$ cat config.mk
export PLATFORM = sky130hd
export DESIGN_NAME = accel_result_drain
export DESIGN_NICKNAME = d
export VERILOG_FILES = /design/src/rtl/accel_result_drain.sv
export SDC_FILE = /design/constraint.sdc
export NUM_CORES = 1
export LEC_CHECK = 0
export BUFFER_PORTS_ARGS = -buffer_cell sky130_fd_sc_hd__buf_2
export CAP_MARGIN = 20
export CORE_UTILIZATION = 49
export DETAILED_ROUTE_END_ITERATION = 7
export PLACE_DENSITY_LB_ADDON = 0.08
export SYNTH_ARGS = -nofsm -noshare
export SYNTH_HDL_FRONTEND = slang
export SYNTH_SLANG_ARGS = --single-unit
export TNS_END_PERCENT = 20
$ cat constraint.sdc
create_clock -name clk -period 15.43 [get_ports clk]
set_input_delay 0.7715 -clock clk [delete_from_list [all_inputs] [get_ports clk]]
set_output_delay 0.7715 -clock clk [all_outputs]
set_load 0.05 [all_outputs]
$ cat src/rtl/accel_result_drain.sv
// accel_result_drain
// Snapshots the accelerator's N*N-word result on each rising edge of done_in
// and streams the captured words out row-major over a valid/ready interface.
// The shadow copy lets the accelerator start its next job while draining.
module accel_result_drain #(
    parameter  int N    = 4,
    parameter  int W    = 32,
    localparam int IDXW = $clog2(N*N)
) (
    input  logic                clk,
    input  logic                rst,
    input  logic                done_in,
    input  logic [N*N*W-1:0]    result_flat,
    output logic                out_valid,
    input  logic                out_ready,
    output logic [W-1:0]        out_data,
    output logic [IDXW-1:0]     out_index,
    output logic                out_last,
    output logic                busy,
    output logic                overrun,
    input  logic                clear_overrun
);

    localparam int            NW       = N*N;
    localparam logic [IDXW-1:0] LAST_IDX = IDXW'(NW-1);

    typedef enum logic {S_IDLE, S_DRAIN} state_t;

    state_t          r_state;
    state_t          w_state_nxt;
    logic            r_done_d;
    logic [IDXW-1:0] r_index;
    logic [W-1:0]    r_shadow [NW];
    logic            r_overrun;

    logic            w_rise;
    logic            w_hs;
    logic            w_at_last;
    logic            w_final_hs;
    logic            w_capture;
    logic            w_drop;

    // A rise is accepted when idle, or when it lands exactly on the final
    // handshake so back-to-back jobs stream without a bubble. Any other rise
    // during a drain is dropped and flagged.
    assign w_rise     = done_in & ~r_done_d;
    assign w_hs       = out_valid & out_ready;
    assign w_at_last  = (r_index == LAST_IDX);
    assign w_final_hs = w_hs & w_at_last;
    assign w_capture  = w_rise & ((r_state == S_IDLE) | w_final_hs);
    assign w_drop     = w_rise & (r_state == S_DRAIN) & ~w_final_hs;

    // Delayed copy of done_in for edge detection
    always_ff @(posedge clk or posedge rst) begin
        if (rst) r_done_d <= 1'b0;
        else     r_done_d <= done_in;
    end

    // State register
    always_ff @(posedge clk or posedge rst) begin
        if (rst) r_state <= S_IDLE;
        else     r_state <= w_state_nxt;
    end

    // Next-state logic
    always_comb begin
        w_state_nxt = r_state;
        case (r_state)
            S_IDLE:  if (w_rise) w_state_nxt = S_DRAIN;
            S_DRAIN: if (w_final_hs && !w_rise) w_state_nxt = S_IDLE;
            default: w_state_nxt = S_IDLE;
        endcase
    end

    // Output decode from state, index and shadow buffer
    always_comb begin
        out_valid = (r_state == S_DRAIN);
        busy      = (r_state == S_DRAIN);
        out_index = r_index;
        out_last  = (r_state == S_DRAIN) & w_at_last;
        out_data  = (r_state == S_DRAIN) ? r_shadow[r_index] : '0;
        overrun   = r_overrun;
    end

    // Word index: restarts on capture or after the last word, steps on handshake
    always_ff @(posedge clk or posedge rst) begin
        if (rst) begin
            r_index <= '0;
        end else if (w_capture || w_final_hs) begin
            r_index <= '0;
        end else if (w_hs) begin
            r_index <= r_index + IDXW'(1);
        end
    end

    // Shadow buffer: result_flat is sampled only on an accepted capture
    always_ff @(posedge clk or posedge rst) begin
        if (rst) begin
            for (int k = 0; k < NW; k++) r_shadow[k] <= '0;
        end else if (w_capture) begin
            for (int k = 0; k < NW; k++) r_shadow[k] <= result_flat[k*W +: W];
        end
    end

    // Sticky overrun flag; a new overrun beats a simultaneous clear
    always_ff @(posedge clk or posedge rst) begin
        if (rst)                r_overrun <= 1'b0;
        else if (w_drop)        r_overrun <= 1'b1;
        else if (clear_overrun) r_overrun <= 1'b0;
    end

endmodule
After elaboration in Yosys (flattened, before gate mapping)

Cells that the tools add are included.

Flip-flop bits (word level): 519
Bits of input ports: 517
Output and inout bits: 40

Bitwise gates (word level): 12
Order comparisons: 1
Eq/ne operators: 1
Muxes and demuxes: 11
Add/subtract/negate cells: 1
Reductions and logical operators: 5

Operator list:

| operator                                                 | number |
|---|---|
| binary-select mux 32 bit (select 4 bit)                  | 1 |
| two-way mux 32 bit                                       | 3 |
| two-way mux 4 bit                                        | 2 |
| AND 1 bit                                                | 7 |
| greater-or-equal comparator 5 bit, second input constant | 1 |
| inverter 4 -> 5 bit                                      | 1 |
| adder 4 x 1 -> 4 bit, second input constant              | 1 |
| equality test 4 bit, second input constant               | 1 |
| two-way mux 1 bit                                        | 4 |
| nonzero test 2 bit                                       | 2 |
| inverter 1 bit                                           | 3 |
| case mux 1 bit (2 select lines)                          | 1 |
| logical AND 1 bit                                        | 1 |
| logical NOT 1 bit                                        | 1 |
| logical OR 1 bit                                         | 1 |
| OR 1 bit                                                 | 1 |

Longest topological paths before layout

Depth after elaboration: 6
Depth in mapped cells: 8
Depth with buffers taken out: 5

Worst setup path after synthesis

OpenSTA, ideal clock, no wires.

Path kind: register -> output
Start: reg r_index[0], in the netlist out_index[0]
End: out out_data[14]
Stages on the path, launching flop included: 9
Buffers on the path: 4
Slack: 11.987 ns
Data arrival time: 2.671 ns
Cell sequence: dfrtp_1 -> buf_2 -> buf_6 -> buf_6 -> buf_6 -> mux2i_1 -> a22oi_1 -> nand2_1 -> o21ai_0

Word-level cells in the longest chain between the ends: 5

RTL lines:

| element                                                | RTL line | text |
|---|---|---|
| start: declaration                                     | 32       | `logic [IDXW-1:0] r_index;` |
| start signal: assignment                               | 92       | `r_index <= r_index + IDXW'(1);` |
| inverter 4 -> 5 bit (implied by the code)              | 81       | `out_data = (r_state == S_DRAIN) ? r_shadow[r_index] : '0;` |
| binary-select mux 32 bit (select 4 bit)                | 81       |  |
| two-way mux 32 bit (implied by the code) (2 in series) | 81       |  |
| two-way mux 32 bit                                     | 81       |  |
| end: declaration                                       | 16       | `output logic [W-1:0] out_data,` |

Every way passes these cells. The select of a mux whose other input is x is not followed.

Worst setup path in the final report

Start: reg r_index[0], in the netlist out_index[0]
End: out out_data[29]

The elaborated chain is that of the path after synthesis.

==> impl_metrics.json <==
{
  "status": "finished, final reports clean",
  "synth_edf_count": 0,
  "drive_gt1_frac": 0.4090,
  "crit_arrival_ps": 4490,
  "syn_inst": 1637,
  "initial_core_util": 0.4973,
  "path_clk_slew_ps": 60,
  "numCtsBuffers": 56,
  "tightest_slew_ps": 1246,
  "grt_pass1_vias": 16790,
  "finalSetupViolCount": 0,
  "startpoint_type": "flip-flop",
  "rsz0062_at_grt": "false",
  "final_cell_mix": "556 x buf_2, 518 x dfrtp_1, 303 x mux2_1",
  "maxSlewHeadroom": 0.1697,
  "cts.path.max_buffers": 3,
  "crit_chain": "buf_4 -> buf_4 -> mux2i_1 -> a22oi_1 -> nand2_1 -> o22ai_1 -> buf_2",
  "track_usage": 0.2903,
  "die_y_um": 222.1,
  "post_cts_buffers": 0,
  "ant_nets": 0,
  "synth_seq_cells": 519,
  "hold_viol_final": 0,
  "syn_area_per_cell_um2": 14.50,
  "dpl.cell_count": 2712,
  "worstPathRequired_ps": 14660,
  "cts_tree": "built",
  "p_leak_nw": 13.59,
  "final.setup_skew_ps": 32.21,
  "netlist_top_cells_area": "dfrtp_1 55%, mux2_1 14%, mux2_2 9.9%",
  "ir_worst_vdd_mv": 0.1817,
  "root_buffer": "clkbuf_16",
  "clock_latency_ps": 620,
  "fmax_mhz": 190.0,
  "viasPerCell": 5.635,
  "area_growth_pct": 20.36,
  "fill_cells": 3929,
  "hold_buffers": 0,
  "syn-num-nets": 2155,
  "antenna_found_initial": 43,
  "drc_errors": 0,
  "ys.warnings.count": 0,
  "synth_top_area_share": 0.5470,
  "power_density_mw_per_mm2": 224.9,
  "ys.flop_type": "dfrtp_1",
  "finalSetupTns_ps": 0,
  "grt.overflow.total": 0,
  "coreArea_mm2": 0.04775,
  "vias": 16000,
  "grt_max_degree": 212,
  "grt_first_pass_wirelength_um": 106800,
  "synth_area_mm2": 0.02374,
  "wl_um": 71400,
  "critPathCaptureType": "output port",
  "final_common_cell": "buf_2",
  "cp_max_fo": 59,
  "die-area_mm2": 0.04934,
  "async_reset_ff_frac": 1.000,
  "yosysTopAreaCell": "dfrtp_1",
  "instances_no_fill": 2840,
  "gp_congestion": 0.8816,
  "worst_path_most_repeated_cell": "buf_4",
  "wl_per_cell_um": 25.14,
  "slowest_stage": "buf_4",
  "firstDrtPassIters": 4,
  "ios": 557,
  "hold_path.class": "in -> async",
  "clock_sinks": 519,
  "yosysSeqAreaShare": 0.5470,
  "slowest_delay_ps": 900,
  "die_w_um": 222.1,
  "yosysUniqueCellTypes": 28,
  "htreeDepth": 2,
  "placement_rows": 80,
  "fin_crit_ps": 5264,
  "slew_viol_final": 0,
  "drv_cap": 0,
  "drt_first_iter_violations": 842,
  "fin_util": 0.5985,
  "fin_crit_sh": 0.3411,
  "nets": 2675,
  "hpwlAfterDp_um": 51110,
  "port_buffers": 556,
  "timing.hold.ws_ps": 273.2,
  "crit_type": "reg -> out",
  "cts.repair.resized": 0
}
-- Yosys cell counts (2+ instances only) --
cell,n
dfrtp_1,519
nand2_1,56
a22oi_1,100
nor2b_1,2
mux2_1,303
inv_1,3
mux2i_1,229
clkbuf_1,26
mux4_2,14
nand2b_1,2
o21ai_0,29
a221oi_1,14
buf_2,35
and2_1,2
mux2_2,209
a21oi_1,5
o22ai_1,19
nor2_1,3
buf_6,47
buf_4,12
-- kinds of logic (layout without fill, tap and decap cells) --
family | after synthesis | in the layout | synth area share
simple gates | 71 | 71 | 0.01244
compound gates | 167 | 167 | 0.04896
xor+xnor | 1 | 1 | 0.0003690
fa+ha+maj | 1 | 1 | 0.0005269
flops | 519 | 519 | 0.5470
other cells | 0 | 27 | 0
buf+inv | 123 | 684 | 0.03805
mux | 755 | 755 | 0.3527
-- routing by layer --
layer  track usage  wire (µm)
met5             0        239
met4       0.09476       1889
met3       0.08375       5544
met2        0.4889      35410
met1        0.3581      28310
-- worst paths after layout --
path | startpoint | end | slack (ps) | cells after the start
hold reg to reg | r_shadow[57]$_DFFE_PP0P_ | r_shadow[57]$_DFFE_PP0P_ | 480 | 1
setup / recovery | out_index[0]$_DFFE_PP0P_ | out_data[29] | 10170 | 7
hold / removal | rst | r_shadow[100]$_DFFE_PP0P_ | 270 | 2
max in group asynchronous | rst | r_shadow[465]$_DFFE_PP0P_ | 12410 | 6
setup reg to reg | out_index[0]$_DFFE_PP0P_ | r_shadow[148]$_DFFE_PP0P_ | 11670 | 6
min in group clk | done_in | r_done_d$_DFF_PP0_ | 300 | 1
-- area by class of cell --
cell class	count	area, µm²	area share
antenna	27	67.56	0.002364
clock buffer	87	1699	0.05946
clock inverter	12	97.59	0.003415
inverter	3	18.77	0.0006568
multi-input combinational	995	9889	0.3461
sequential	519	12990	0.4546
tap	615	769.5	0.02693
timing repair buffer	582	3043	0.1065
-- power breakdown --
part,leakage (nW),internal [W],switching [W]
combinational,6.37,0.00111,0.00156
clock,0.885,0.000768,0.000546
sequential,6.33,0.00205,0.000396
total,13.6,0.00393,0.00250
-- sequential cells by signal, indices dropped and copies added (netlist names) --
signal     flops
r_done_d       1
busy           1
r_shadow     512
out_index      4
overrun        1
-- metrics by stage --
stage | total power (W) | area [µm²] | worst slack [ps]
floorplan | 0.004314 | 23740 | 160.2
global placement | 0.005079 | 26660 | 10790
detailed placement | 0.005157 | 26660 | 10740
CTS | 0.006484 | 28450 | 10080
global route | 0.006782 | 28550 | 9912
finish | 0.006427 | 28580 | 10170
-- critical path, delay by kind of cell, from the launching register on --
family | cells | cell delay (ps)
compound gates | 2 | 590
buf+inv | 3 | 1980
flops | 1 | 830
mux | 1 | 160
simple gates | 1 | 200
Power figures use the tool's default switching activity.
